## src/rtl/codificador_pkg.sv

```systemverilog
// Shared types for the synchronous functionality encoder.
//   estado_t : controller states (committed zero, filtering, committed code, committed error)
//   classe_t : classification of a selector pattern (no bit, one bit, several bits)
package codificador_pkg;

  typedef enum logic [1:0] {
    OCIOSO,
    FILTRANDO,
    VALIDO,
    ERRO
  } estado_t;

  typedef enum logic [1:0] {
    ZERO,
    UNICO,
    MULTIPLO
  } classe_t;

endpackage

```

## src/rtl/codificador_funcionalidade_sincrono_if.sv

```systemverilog
// Selector/code bundle between the raw selector inputs and the encoder.
//   entradas      : selector vector, bit i selects function i+1
//   codigo        : committed function code, 0 = no function
//   codigo_valido : committed pattern maps to a function
//   novo_codigo   : one-cycle strobe when the committed outputs change
//   erro          : committed pattern is ambiguous (several bits, no priority)
// master drives the selectors; slave is the encoder.
interface codificador_funcionalidade_sincrono_if #(
  parameter int unsigned N_ENTRADAS = 7
);
  localparam int unsigned CW = $clog2(N_ENTRADAS + 1);

  logic [N_ENTRADAS-1:0] entradas;
  logic [CW-1:0]         codigo;
  logic                  codigo_valido;
  logic                  novo_codigo;
  logic                  erro;

  modport master (
    output entradas,
    input  codigo,
    input  codigo_valido,
    input  novo_codigo,
    input  erro
  );

  modport slave (
    input  entradas,
    output codigo,
    output codigo_valido,
    output novo_codigo,
    output erro
  );

endinterface

```

## src/rtl/classificador_entradas.sv

```systemverilog
// Combinational classifier of a selector pattern.
//   padrao : pattern to classify
//   classe : ZERO / UNICO / MULTIPLO
//   codigo : (lowest set index)+1; forced to 0 for MULTIPLO unless priority mode is on
module classificador_entradas
  import codificador_pkg::*;
#(
  parameter int unsigned N_ENTRADAS      = 7,
  parameter int unsigned MODO_PRIORIDADE = 0,
  localparam int unsigned CW             = $clog2(N_ENTRADAS + 1)
) (
  input  logic [N_ENTRADAS-1:0] padrao,
  output classe_t               classe,
  output logic [CW-1:0]         codigo
);

  logic achou;
  logic multiplo;

  always_comb begin
    achou    = 1'b0;
    multiplo = 1'b0;
    codigo   = '0;
    // Scan from the top down so the last hit is the lowest index.
    for (int i = N_ENTRADAS - 1; i >= 0; i--) begin
      if (padrao[i]) begin
        if (achou) multiplo = 1'b1;
        achou  = 1'b1;
        codigo = CW'(i + 1);
      end
    end
    if (multiplo)   classe = MULTIPLO;
    else if (achou) classe = UNICO;
    else            classe = ZERO;
    if (multiplo && (MODO_PRIORIDADE == 0)) codigo = '0;
  end

endmodule

```

## src/rtl/codificador_funcionalidade_sincrono.sv

```systemverilog
// Debounced, registered functionality encoder.
// A selector pattern must be seen unchanged for ESTAVEL_CICLOS consecutive cycles
// before it is committed and translated into a function code.
//   clk  : system clock, rising edge
//   rst  : synchronous active-high reset
//   bus  : slave side of the selector/code bundle (see interface header)
module codificador_funcionalidade_sincrono
  import codificador_pkg::*;
#(
  parameter int unsigned N_ENTRADAS      = 7,
  parameter int unsigned ESTAVEL_CICLOS  = 4,
  parameter int unsigned MODO_PRIORIDADE = 0
) (
  input  logic                                  clk,
  input  logic                                  rst,
  codificador_funcionalidade_sincrono_if.slave  bus
);

  localparam int unsigned CW    = $clog2(N_ENTRADAS + 1);
  localparam int unsigned CNT_W = $clog2(ESTAVEL_CICLOS + 1);
  localparam logic [CNT_W-1:0] CNT_ALVO = CNT_W'(ESTAVEL_CICLOS);

  logic [N_ENTRADAS-1:0] entradas_r;
  logic [N_ENTRADAS-1:0] padrao_comp_q, padrao_comp_d;
  logic [N_ENTRADAS-1:0] padrao_filt_q, padrao_filt_d;
  logic [CNT_W-1:0]      cnt_q, cnt_d;
  estado_t               estado_q, estado_d;
  logic [CW-1:0]         codigo_q, codigo_d;
  logic                  valido_q, valido_d;
  logic                  novo_q, novo_d;
  logic                  erro_q, erro_d;

  logic                  filtrando;
  logic                  commit;
  classe_t               classe;
  logic [CW-1:0]         codigo_cls;

  // Classify the candidate as it will be held after this edge; on a commit edge
  // this equals entradas_r, so ESTAVEL_CICLOS=1 can commit straight from a
  // settled state without an extra cycle in FILTRANDO.
  classificador_entradas #(
    .N_ENTRADAS      (N_ENTRADAS),
    .MODO_PRIORIDADE (MODO_PRIORIDADE)
  ) u_classificador (
    .padrao (padrao_filt_d),
    .classe (classe),
    .codigo (codigo_cls)
  );

  // Stability filter: track the candidate and how long it has been seen.
  always_comb begin
    padrao_filt_d = padrao_filt_q;
    cnt_d         = cnt_q;
    filtrando     = 1'b0;
    case (estado_q)
      FILTRANDO: begin
        filtrando = 1'b1;
        if (entradas_r != padrao_filt_q) begin
          padrao_filt_d = entradas_r;
          cnt_d         = CNT_W'(1);
        end else if (cnt_q != CNT_ALVO) begin
          cnt_d = cnt_q + CNT_W'(1);
        end
      end
      default: begin
        if (entradas_r != padrao_comp_q) begin
          filtrando     = 1'b1;
          padrao_filt_d = entradas_r;
          cnt_d         = CNT_W'(1);
        end
      end
    endcase
    commit = filtrando && (cnt_d == CNT_ALVO);
  end

  // Commit: settle the state from the class and update the registered outputs.
  always_comb begin
    estado_d      = filtrando ? FILTRANDO : estado_q;
    padrao_comp_d = padrao_comp_q;
    codigo_d      = codigo_q;
    valido_d      = valido_q;
    erro_d        = erro_q;
    novo_d        = 1'b0;
    if (commit) begin
      padrao_comp_d = padrao_filt_d;
      codigo_d      = '0;
      valido_d      = 1'b0;
      erro_d        = 1'b0;
      case (classe)
        UNICO: begin
          estado_d = VALIDO;
          codigo_d = codigo_cls;
          valido_d = 1'b1;
        end
        MULTIPLO: begin
          if (MODO_PRIORIDADE != 0) begin
            estado_d = VALIDO;
            codigo_d = codigo_cls;
            valido_d = 1'b1;
          end else begin
            estado_d = ERRO;
            erro_d   = 1'b1;
          end
        end
        default: estado_d = OCIOSO;
      endcase
      // A bounce back to the old pattern recommits without a strobe.
      novo_d = {codigo_d, valido_d, erro_d} != {codigo_q, valido_q, erro_q};
    end
  end

  always_ff @(posedge clk) begin
    if (rst) begin
      entradas_r    <= '0;
      padrao_comp_q <= '0;
      padrao_filt_q <= '0;
      cnt_q         <= '0;
      estado_q      <= OCIOSO;
      codigo_q      <= '0;
      valido_q      <= 1'b0;
      novo_q        <= 1'b0;
      erro_q        <= 1'b0;
    end else begin
      entradas_r    <= bus.entradas;
      padrao_comp_q <= padrao_comp_d;
      padrao_filt_q <= padrao_filt_d;
      cnt_q         <= cnt_d;
      estado_q      <= estado_d;
      codigo_q      <= codigo_d;
      valido_q      <= valido_d;
      novo_q        <= novo_d;
      erro_q        <= erro_d;
    end
  end

  assign bus.codigo        = codigo_q;
  assign bus.codigo_valido = valido_q;
  assign bus.novo_codigo   = novo_q;
  assign bus.erro          = erro_q;

endmodule
```

## src/flat_wrapper.sv

```systemverilog
// flat-port wrapper written by rule: the top's interface ports become plain ports
module codificador_funcionalidade_sincrono_flat import codificador_pkg::*;
#(
  parameter int unsigned N_ENTRADAS      = 7,
  parameter int unsigned ESTAVEL_CICLOS  = 4,
  parameter int unsigned MODO_PRIORIDADE = 0
)
  (clk, rst, bus_entradas, bus_codigo, bus_codigo_valido, bus_novo_codigo, bus_erro);
  codificador_funcionalidade_sincrono_if #(.N_ENTRADAS(N_ENTRADAS)) bus_i ();
  input  logic clk;
  input  logic rst;
  input wire logic [$bits(bus_i.entradas)-1:0] bus_entradas;
  output wire logic [$bits(bus_i.codigo)-1:0] bus_codigo;
  output wire logic [$bits(bus_i.codigo_valido)-1:0] bus_codigo_valido;
  output wire logic [$bits(bus_i.novo_codigo)-1:0] bus_novo_codigo;
  output wire logic [$bits(bus_i.erro)-1:0] bus_erro;
  assign bus_i.entradas = bus_entradas;
  assign bus_codigo = bus_i.codigo;
  assign bus_codigo_valido = bus_i.codigo_valido;
  assign bus_novo_codigo = bus_i.novo_codigo;
  assign bus_erro = bus_i.erro;
  codificador_funcionalidade_sincrono #(.N_ENTRADAS(N_ENTRADAS), .ESTAVEL_CICLOS(ESTAVEL_CICLOS), .MODO_PRIORIDADE(MODO_PRIORIDADE)) u_core (.clk(clk), .rst(rst), .bus(bus_i));
endmodule
```

## config.mk

```make
export PLATFORM = sky130hd
export DESIGN_NAME = codificador_funcionalidade_sincrono_flat
export DESIGN_NICKNAME = d
export VERILOG_FILES = /design/src/rtl/codificador_pkg.sv /design/src/rtl/codificador_funcionalidade_sincrono_if.sv /design/src/rtl/classificador_entradas.sv /design/src/rtl/codificador_funcionalidade_sincrono.sv /design/src/flat_wrapper.sv
export SDC_FILE = /design/constraint.sdc
export NUM_CORES = 1
export LEC_CHECK = 0
export CAP_MARGIN = 20
export CORE_UTILIZATION = 57
export DETAILED_ROUTE_END_ITERATION = 12
export GPL_TIMING_DRIVEN = 0
export PLACE_DENSITY = 0.78
export SLEW_MARGIN = 20
export SYNTH_ARGS = -nofsm -noshare
export SYNTH_HDL_FRONTEND = slang
export SYNTH_SLANG_ARGS = --single-unit
```

## constraint.sdc

```tcl
create_clock -name clk -period 3.83 [get_ports clk]
set_input_delay 0.766 -clock clk [delete_from_list [all_inputs] [get_ports clk]]
set_output_delay 0.766 -clock clk [all_outputs]
set_load 0.01 [all_outputs]
```

==> results.txt, run 1 <==
----------------------------------------------------
[STA]
  Max-slew violation count ... 0
  Worst clock skew ... roughly 0.0051 ns
  Fmax ... just over 300 MHz
  Actual slew at the worst max-slew pin ... around 0.8 ns
  Relative slew margins ... 46.4%
  Worst setup margin ... 0.515 ns
  Final total negative setup slack ... 0 ns
  Worst-case hold slack ... ~0.46 ns
  Setup Viol. Count Final ... 0
  Total count of hold-check failures in the final report ... 0
  Setup repair after global routing missed its margin ... false
  Time the worst path needs with I/O delays and setup ... 3.31 ns
  Post-route fraction of the period consumed by the critical path ... 86.5%

[Floorplan]
  Area of the placeable core ... approximately 3100 um^2
  Height of the die ... around 59 um
  Die footprint ... 3500 um^2
  Row cnt ... 20
  Initial standard-cell utilization of the core ... roughly 61%
  Die boundary width ... around 60 um
  Count of boundary I/O pins ... 15

[Min path]
  Kind of path behind the tightest hold check ... reg2reg
  Cell depth of the worst min-delay path ... 2

[Yosys]
  Synth Area in Adders ... 1.34%
  Number of different library cells in the post-synthesis netlist ... 44
  Post-synthesis cell area ... 1860 um^2
  Simple-gate area share of the yosys netlist ... between 20% and 30%
  Sequential share of the synthesized area ... around 34%
  Dominant synthesized flop cell ... dfxtp_1
  Number of instances in the synthesized netlist ... 210
  Dominant combinational cell family by area after synthesis ... simple AND/OR/NAND/NOR gates
  Number of flops mapped to enable cells by yosys ... 0
  Compound-cell area share of the yosys netlist ... 19.4%
  Synthesis-stage register bit count ... 32
  Yosys warns ... 0
  Mean area per synthesized cell ... 8.88 um^2
  XOR/XNOR Fraction of Synth Area ... a little under a tenth
  Share of synthesized area spent on multiplexers ... about 8.3%
  Post-Synthesis Net Count ... about 220
  FFs w/ async S/R, synth ... 0%

[Detailed routing]
  Detail Route met2 WL ... around 2100 um
  DRT iter0 DRCs ... 67
  M1 WL ... 2030 um
  Number of nets still failing antenna checks after routing ... 0
  Ratio of routed vias to standard cells ... 5.90
  Routed WL per cell ... roughly 16 um
  Sum of routed wire length over all layers ... approximately 4400 um
  Number of iterations in the first detailed-routing pass ... 4
  Overall via count from detail_route ... approximately 1600
  Amount of wire on met3 after detailed routing ... ~210 um
  Highest metal layer used by the detailed router ... met4
  Remaining design rule violation count ... 0

[Clock network]
  Number of cells upsized or downsized after cts ... 0
  Hold buffers post-CTS ... 0
  Clock latency reported for the late side of the worst-skew pair ... about 0.34 ns
  Num Clock Sinks ... 32
  Number of H-tree levels ... 2
  Clock Root Buffer ... clkbuf_4
  Reg clk slew, reported paths ... approximately 0.1 ns
  Clock buffer count from CTS ... 5
  Maximum number of buffers from clock root to sink ... 2
  Total setup buffers inserted after CTS ... 0
  CTS tree ... done

[Global routing]
  Number of global-route vias before repair ... about 1500
  GRT Util Overall ... roughly 29%
  Largest net degree at the start of global routing ... 11
  Global-route wire length before repair ... around 7300 um
  Overall overflow remaining after global route ... 0
  Antenna violations before repair ... 0

[Placement]
  Detailed placement HPWL ... between 3000 and 4000 um
  Worst-case setup slack after placement ... a little under 0.6 ns
  Cells after DPL ... between 200 and 300
  Port Buffer Count ... 14
  Final weighted congestion of routability-driven global placement ... between 0.9 and 1

[Status]
  Status ... finished, final reports clean

[Finish]
  Net total in the final layout ... about 240
  Fin cells ... ~280
  Layout overhead on the synthesized area ... 13.6%
  Filler cells ... ~280
  Number of inserted diodes ... 0
  Fraction of layout cells with a size suffix above 1 ... approximately 11%

[Critical path]
  Crit path kind ... reg2reg
  Depth of the most critical reg-to-reg path ... 10
  Critical Path Source Type ... flip-flop
  Largest driver fanout on the critical path ... 7
  Required time at the endpoint of the critical path ... 4.07 ns
  Worst setup EP type ... flip-flop
  Data arrival, critical path ... around 3.6 ns

[Power]
  Total power draw ... roughly 0.69 mW
  Leakage power of the design ... 0.719 nW
  IR Drop Worst-Case VDD ... 0.217 mV
  Power per cell area ... about 330 nW/um^2

[Job]
  Max-cap viol count ... 0

----------------------------------------------------
[layout by cell type, fill, tap and decap left out, types with 2 or more instances in the layout]
cell and instances:
or3_1 4, a211oi_1 11, o21ai_1 3, nor4_1 4
buf_6 4, nor2_1 23, or4_1 3, nor3_1 5
clkbuf_1 10, clkbuf_4 5, xnor2_1 9, mux2_2 3
clkdlybuf4s50_1 14, o21a_1 2, xnor2_4 2, nand4_1 3
dfxtp_1 32, and2_1 2, a22oi_1 2, ha_1 2
nand2_1 10, mux2i_1 11, nor2b_1 12, xnor2_2 2
a21oi_1 12, nand3_1 4, inv_1 5, o21ai_0 9
buf_2 2, o211ai_1 5
[cell usage after synthesis, types with 2 or more instances]
master	number	area, um^2
dfxtp_1	32	641
nor2_1	23	86.3
a21oi_1	12	60.1
nor2b_1	12	75.1
a211oi_1	11	82.6
mux2i_1	11	110
nand2_1	10	37.5
o21ai_0	9	45.0
xnor2_1	9	78.8
clkbuf_1	8	30.0
inv_1	5	18.8
nor3_1	5	25.0
o211ai_1	5	37.5
buf_6	4	45.0
nand3_1	4	20.0
nor4_1	4	25.0
or3_1	4	25.0
mux2_2	3	33.8
nand4_1	3	18.8
o21ai_1	3	15.0
or4_1	3	22.5
a22oi_1	2	15.0
and2_1	2	12.5
buf_2	2	10.0
ha_1	2	25.0
o21a_1	2	15.0
xnor2_2	2	32.5
xnor2_4	2	55.1
[logic make-up (layout without fill, tap and decap cells)]
group / after synthesis / count (layout)
buffers and inverters: 20 / 42
adder cells (fa/ha/maj): 2 / 2
AND/OR/NAND/NOR: 74 / 74
multiplexers: 15 / 15
flip-flops: 32 / 32
AO/OA/AOI/OAI: 53 / 53
XOR/XNOR: 14 / 14
[path summary, 6_finish.rpt]
check                          startpoint                endpoint  slack (ns)
setup / recovery  u_core.padrao_filt_q[5]  u_core.bus.novo_codigo        0.52
hold / removal         u_core.estado_q[1]      u_core.estado_q[1]        0.46
setup reg to reg  u_core.padrao_filt_q[5]  u_core.bus.novo_codigo        0.52
hold reg to reg        u_core.estado_q[1]      u_core.estado_q[1]        0.46
[cell type report]
| type | instances | area [um^2] | share of cell area (%) |
|---|---|---|---|
| Tap cell | 44 | 55.1 | 2.60 |
| Multi-Input combinational cell | 158 | 1110 | 52.5 |
| Timing Repair Buffer | 14 | 140 | 6.62 |
| Buffer | 15 | 92.6 | 4.37 |
| Sequential cell | 32 | 641 | 30.2 |
| Clock buffer | 8 | 58.8 | 2.78 |
| Inverter | 5 | 18.8 | 0.886 |
[metrics by stage]
stage | util (%) | cell area, um^2
2_1_floorplan | - | 1860
3_3_place_gp | 66.9 | 2060
3_5_place_dp | 66.9 | 2060
4_1_cts | 68.8 | 2120
5_1_grt | 68.8 | 2120
6_report | 68.8 | 2120
[routing by layer]
layer  up-vias  global-route usage, %
li1        800                      -
met1       782                   36.2
met2        40                   48.0
met3         7                   6.11
met4         0                   11.6
met5         -                      0
[power by group]
part | internal (mW) | switching [mW] | leakage [nW]
sequential | 0.342 | 0.00868 | 0.261
clock | 0.0905 | 0.115 | 0.0326
combinational | 0.0599 | 0.0761 | 0.425
[worst max-delay path, stage by stage (launching register included)]
cell	delay [ns]
dfxtp_1	0.32
clkbuf_1	0.28
xnor2_1	0.17
nand2_1	0.09
nor3_1	0.66
nor4_1	0.23
or4_1	0.55
a311oi_2	0.43
o211ai_1	0.16
a22oi_1	0.25
o21ai_1	0.08
[flip-flops by register name (all words and copies together), names as in the netlist, 2 cells and up]
| signal | cells |
|---|---|
| u_core.entradas_r | 7 |
| u_core.padrao_comp_q | 7 |
| u_core.padrao_filt_q | 7 |
| u_core.bus.codigo | 3 |
| u_core.cnt_q | 3 |
| u_core.estado_q | 2 |
Power figures use the tool's default switching activity.
==> inputs of run 2 (changes only) <==
Settings changed: CORE_UTILIZATION 57 to 62, PLACE_DENSITY 0.78 to 0.84.
Clock period 3.83 ns to 3.95 ns, I/O delays scaled along.
==> run 2 against run 1 <==
  * Fmax down 3.7%
  * Sequential share of layout area about the same
  * Clock power up 19%
  * Critical path type unchanged
  * Critical endpoint unchanged
  * Largest power group unchanged
==> results.txt, run 2 (synthesis gave the netlist of run 1 again) <==
----------------------------------------------------
[Status]
  Status ... finished, final reports clean

[STA]
  Setup Viol. Count Final ... 0
  Actual slew at the worst max-slew pin ... between 0.8 and 0.9 ns
  Max-slew violation count ... 0
  Worst clock skew ... between 0.007 and 0.008 ns
  Total count of hold-check failures in the final report ... 0
  Worst setup margin ... 0.508 ns
  Final total negative setup slack ... 0 ns
  Setup repair after global routing missed its margin ... false
  Time the worst path needs with I/O delays and setup ... approximately 3.4 ns
  Relative slew margins ... between 40 and 50%
  Worst-case hold slack ... ~0.47 ns
  Post-route fraction of the period consumed by the critical path ... between 80% and 90%
  Fmax ... around 290 MHz

[Critical path]
  Crit-path cells ... clkbuf_1, xnor2_1, nand4_1, nor3_1, nor4_1, or4_1, a311oi_2, o211ai_1, a22oi_1, o21ai_1
  Largest stage delay on the critical path ... 0.67 ns
  Worst r2r src ... u_core.padrao_filt_q[6]
  Data arrival, critical path ... between 3 and 4 ns
  Register-to-register setup slack ... slightly above 0.5 ns
  Crit path kind ... reg2reg
  Required time at the endpoint of the critical path ... about 4.2 ns
  Critical Path Source Type ... flip-flop
  Launching instance or port of the critical path ... u_core.padrao_filt_q[6]
  Worst setup EP type ... flip-flop
  Largest driver fanout on the critical path ... 7
  Depth of the most critical reg-to-reg path ... 10
  Critical register-to-register path endpoint ... u_core.bus.novo_codigo
  Cell at the slowest stage of the critical path ... nor3_1

[Placement]
  Detailed placement HPWL ... roughly 3100 um
  Cells after DPL ... 255
  Worst-case setup slack after placement ... 0.669 ns
  Port Buffer Count ... 14
  Final weighted congestion of routability-driven global placement ... between 0.9 and 1
  Placed inst area ... 2040 um^2

[Finish]
  Area of combinational cells with multiple inputs ... between 1000 and 1500 um^2
  Most common cell after layout, fill and taps aside ... dfxtp_1
  Largest regs ... u_core.entradas_r: 7 flops, u_core.padrao_comp_q: 7 flops, u_core.padrao_filt_q: 7 flops
  Most frequent cells in the layout ... 32 x dfxtp_1, 23 x nor2_1, 14 x clkdlybuf4s50_1
  Fin cells ... roughly 260
  Combined flip-flop and latch cell area ... 641 um^2
  Layout overhead on the synthesized area ... 13.7%
  Net total in the final layout ... ~240
  Filler cells ... around 210
  Number of inserted diodes ... 0
  Final core occ ... 75.6%
  Fraction of layout cells with a size suffix above 1 ... roughly an eighth
  Post-Layout Inst Area ... about 2100 um^2

[Clock network]
  Clock latency reported for the late side of the worst-skew pair ... 0.33 ns
  Number of cells upsized or downsized after cts ... 0
  CTS tree ... done
  Num Clock Sinks ... 32
  Clock Root Buffer ... clkbuf_4
  Number of H-tree levels ... 2
  Total setup buffers inserted after CTS ... 0
  Maximum number of buffers from clock root to sink ... 2
  Reg clk slew, reported paths ... approximately 0.1 ns
  Hold buffers post-CTS ... 0
  Clock buffer count from CTS ... 5

[Min path]
  Cell depth of the worst min-delay path ... 2
  Hold path start ... u_core.estado_q[1]
  Capture endpoint of the worst hold path ... u_core.estado_q[1]
  Kind of path behind the tightest hold check ... reg2reg

[Floorplan]
  Area of the placeable core ... between 2000 and 3000 um^2
  Count of boundary I/O pins ... 15
  Row cnt ... 19
  Die boundary width ... approximately 57 um
  Initial standard-cell utilization of the core ... 66.5%
  Die footprint ... around 3200 um^2
  Height of the die ... about 57 um

[Detailed routing]
  Number of iterations in the first detailed-routing pass ... 4
  Sum of routed wire length over all layers ... roughly 4300 um
  Routed WL per cell ... 16.2 um
  Remaining design rule violation count ... 0
  Number of nets still failing antenna checks after routing ... 0
  Overall via count from detail_route ... around 1600
  DRT iter0 DRCs ... 92
  Ratio of routed vias to standard cells ... around 6.3

[Global routing]
  Overall overflow remaining after global route ... 0
  Antenna violations before repair ... 0
  GRT Util Overall ... roughly 30%
  Largest net degree at the start of global routing ... 11
  Global-route wire length before repair ... approximately 7400 um
  Number of global-route vias before repair ... 1613

[Power]
  IR Drop Worst-Case VDD ... 0.233 mV
  Power per cell area ... between 300 and 400 nW/um^2
  Leakage power of the design ... around 0.73 nW
  Total power draw ... 0.718 mW

[Job]
  Max-cap viol count ... 0

----------------------------------------------------
-- run 2: changes by cell type in the layout (fill, tap and decap cells not counted) --
cell	delta
bufinv_16	+1
clkinv_2	+1
clkbuf_8	-1
clkbuf_1	-1
-- run 2: layout make-up --
type | instances | area share (%)
inverter | 5 | 0.885
timing repair buffer | 14 | 6.61
buffer | 15 | 4.37
sequential | 32 | 30.2
multi-input combinational | 158 | 52.5
clock buffer | 6 | 1.95
tap | 31 | 1.83
clock inverter | 2 | 1.65
-- run 2: worst max-delay path, delay by kind of cell, from the launching register on --
kind	cells	cell delay, ns
DFF	1	0.32
xor gates and xnor gates	1	0.19
and+or+nand+nor	4	1.58
buffers and inverters	1	0.27
AOI/OAI and AO/OA	4	0.98
-- run 2: how the worst max path moves through the flow --
stage | to | cells after the start
floorplan | u_core.bus.novo_codigo | 10
global placement | u_core.bus.novo_codigo | 10
detailed placement | u_core.bus.novo_codigo | 10
CTS | u_core.bus.novo_codigo | 10
global route | u_core.bus.novo_codigo | 10
finish | u_core.bus.novo_codigo | 10
-- run 2: power breakdown --
| group | switching [mW] | internal, mW | total, mW |
|---|---|---|---|
| registers | 0.00845 | 0.331 | 0.340 |
| clock network | 0.113 | 0.133 | 0.246 |
| logic | 0.0743 | 0.0582 | 0.132 |
-- run 2: routing by layer --
metal	track usage [%]	up-vias	share of wire [%]
met2	48.6	59	47
met3	6.45	11	6.9
li1	-	799	-
met5	0	-	0
met4	16.0	0	2.7
met1	38.1	777	43
==> inputs of run 3 (changes only) <==
Settings changed: CORE_UTILIZATION 62 to 67, DONT_BUFFER_PORTS set to 1, PLACE_DENSITY 0.84 to 0.83.
==> run 3 against run 2 <==
  * Wire length shrank 4.1%
  * Clock skew grew 0.00079 ns
  * Clock power shrank 22%
  * Sequential cell count is the same
  * Highest routed layer unchanged
  * Sequential power is essentially flat
  * Critical path depth is the same
  * Combinational power shrank 8%
==> results.txt, run 3 (synthesis gave the netlist of run 1 again) <==
----------------------------------------------------
[STA]
  Actual slew at the worst max-slew pin ... just under 0.8 ns
  Time the worst path needs with I/O delays and setup ... 3.24 ns
  Setup repair after global routing missed its margin ... false
  Total count of hold-check failures in the final report ... 0
  Worst clock skew ... a little under 0.008 ns
  Post-route fraction of the period consumed by the critical path ... 82.0%
  Fmax ... 309 MHz
  Relative slew margins ... between 40% and 50%
  Max-slew violation count ... 0
  Setup Viol. Count Final ... 0
  Final total negative setup slack ... 0 ns

[Finish]
  Layout overhead on the synthesized area ... 5.17%
  Most frequent cells in the layout ... 32 x dfxtp_1, 23 x nor2_1, 12 x nor2b_1, 12 x a21oi_1
  Post-Layout Inst Area ... a little under 2000 um^2
  Fraction of layout cells with a size suffix above 1 ... about an eighth
  Area of combinational cells with multiple inputs ... around 1100 um^2
  Net total in the final layout ... 228
  Most common cell after layout, fill and taps aside ... dfxtp_1
  Filler cells ... 179
  Largest regs ... u_core.entradas_r: 7 flops, u_core.padrao_comp_q: 7 flops, u_core.padrao_filt_q: 7 flops
  Number of inserted diodes ... 0
  Combined flip-flop and latch cell area ... around 640 um^2

[Global routing]
  Largest net degree at the start of global routing ... 11
  Met2 layer usage reported by global route ... about half
  Antenna violations before repair ... 0
  Met1 usage ... between 30% and 40%
  Global-route wire length before repair ... between 6000 and 7000 um
  Global-route track usage on met3 ... under 10%
  Number of global-route vias before repair ... around 1400
  Overall overflow remaining after global route ... 0
  Most used routing layer in global routing ... met2
  GRT Util Overall ... a little under a third

[Clock network]
  Reg clk slew, reported paths ... 0.10 ns
  Total setup buffers inserted after CTS ... 0
  Number of cells upsized or downsized after cts ... 0
  CTS tree ... done
  Clock latency reported for the late side of the worst-skew pair ... around 0.33 ns
  Hold buffers post-CTS ... 0
  Number of H-tree levels ... 2
  Clock buffer count from CTS ... 5
  Num Clock Sinks ... 32
  Clock Root Buffer ... clkbuf_4
  Maximum number of buffers from clock root to sink ... 2

[Floorplan]
  Initial standard-cell utilization of the core ... between 70% and 80%
  Row cnt ... 18
  Area of the placeable core ... roughly 2500 um^2
  Count of boundary I/O pins ... 15
  Die boundary width ... approximately 55 um
  Die footprint ... about 3000 um^2
  Height of the die ... 54.8 um

[Detailed routing]
  Number of iterations in the first detailed-routing pass ... 5
  Remaining design rule violation count ... 0
  Ratio of routed vias to standard cells ... 6.46
  Sum of routed wire length over all layers ... around 4100 um
  DRT iter0 DRCs ... between 60 and 70
  Number of nets still failing antenna checks after routing ... 0
  Overall via count from detail_route ... ~1600
  Routed WL per cell ... between 15 and 20 um

[Status]
  Status ... finished, final reports clean

[Power]
  IR Drop Worst-Case VDD ... between 0.3 and 0.4 mV
  Power per cell area ... roughly 330 nW/um^2
  Leakage power of the design ... approximately 0.67 nW

[Placement]
  Placed inst area ... 1900 um^2
  Detailed placement HPWL ... 2990 um
  Final weighted congestion of routability-driven global placement ... 0.910
  Port Buffer Count ... 0

[Critical path]
  Required time at the endpoint of the critical path ... 4.18 ns
  Largest driver fanout on the critical path ... 7
  Data arrival, critical path ... around 3.5 ns
  Critical Path Source Type ... flip-flop
  Worst setup EP type ... flip-flop
  Crit-path cells ... clkbuf_1, xnor2_1, nand4_1, nor3_1, nor4_1, or4_1, a311oi_2, o211ai_1, a22oi_1, o21ai_1
  Largest stage delay on the critical path ... roughly 0.63 ns
  Crit path kind ... reg2reg
  Cell at the slowest stage of the critical path ... nor3_1

[Job]
  Max-cap viol count ... 0

[Min path]
  Kind of path behind the tightest hold check ... reg2reg

----------------------------------------------------
-- run 3: metal layers --
layer	part of all wire [%]	wire length (um)
met1	44	1780
met2	48	1950
met3	7.1	292
met4	1.6	65
met5	0	0
-- run 3: per-stage QoR --
stage | hold slack (ns) | power (mW) | cells | setup slack, ns | util [%]
3_5_place_dp | 0.464 | 0.466 | 240 | 0.761 | 74.7
4_1_cts | 0.478 | 0.654 | 248 | 0.730 | 77.0
6_report | 0.471 | 0.654 | 248 | 0.712 | 77.0
2_1_floorplan | 0.430 | 0.444 | 210 | 1.05 | -
5_1_grt | 0.498 | 0.682 | 248 | 0.415 | 77.0
3_3_place_gp | 0.438 | 0.462 | 240 | 0.787 | 74.7
-- run 3: critical path: cells and delay by family, from the launching register on --
family	cells	cell delay (ns)
buf+inv	1	0.28
flops	1	0.32
simple gates	4	1.50
compound gates	4	0.86
xor+xnor	1	0.18
-- run 3: area by class of cell --
class                   count  area share [%]
plain buffers              15            4.72
clock buffers               8            3.00
inverters                   5           0.957
multi-input cells         158            56.7
flip-flops and latches     32            32.7
well taps                  30            1.91
-- run 3: power by group --
| part | internal (mW) | switching (mW) |
|---|---|---|
| clock | 0.0877 | 0.105 |
| sequential | 0.331 | 0.00821 |
| combinational | 0.0514 | 0.0704 |
-- run 3: final timing paths --
path / slack, ns / cells after the start / to / from
setup reg to reg: 0.71 / 10 / u_core.bus.novo_codigo / u_core.padrao_filt_q[6]
hold reg to reg: 0.47 / 2 / u_core.estado_q[1] / u_core.estado_q[1]
hold / removal: 0.47 / 2 / u_core.estado_q[1] / u_core.estado_q[1]
setup / recovery: 0.71 / 10 / u_core.bus.novo_codigo / u_core.padrao_filt_q[6]
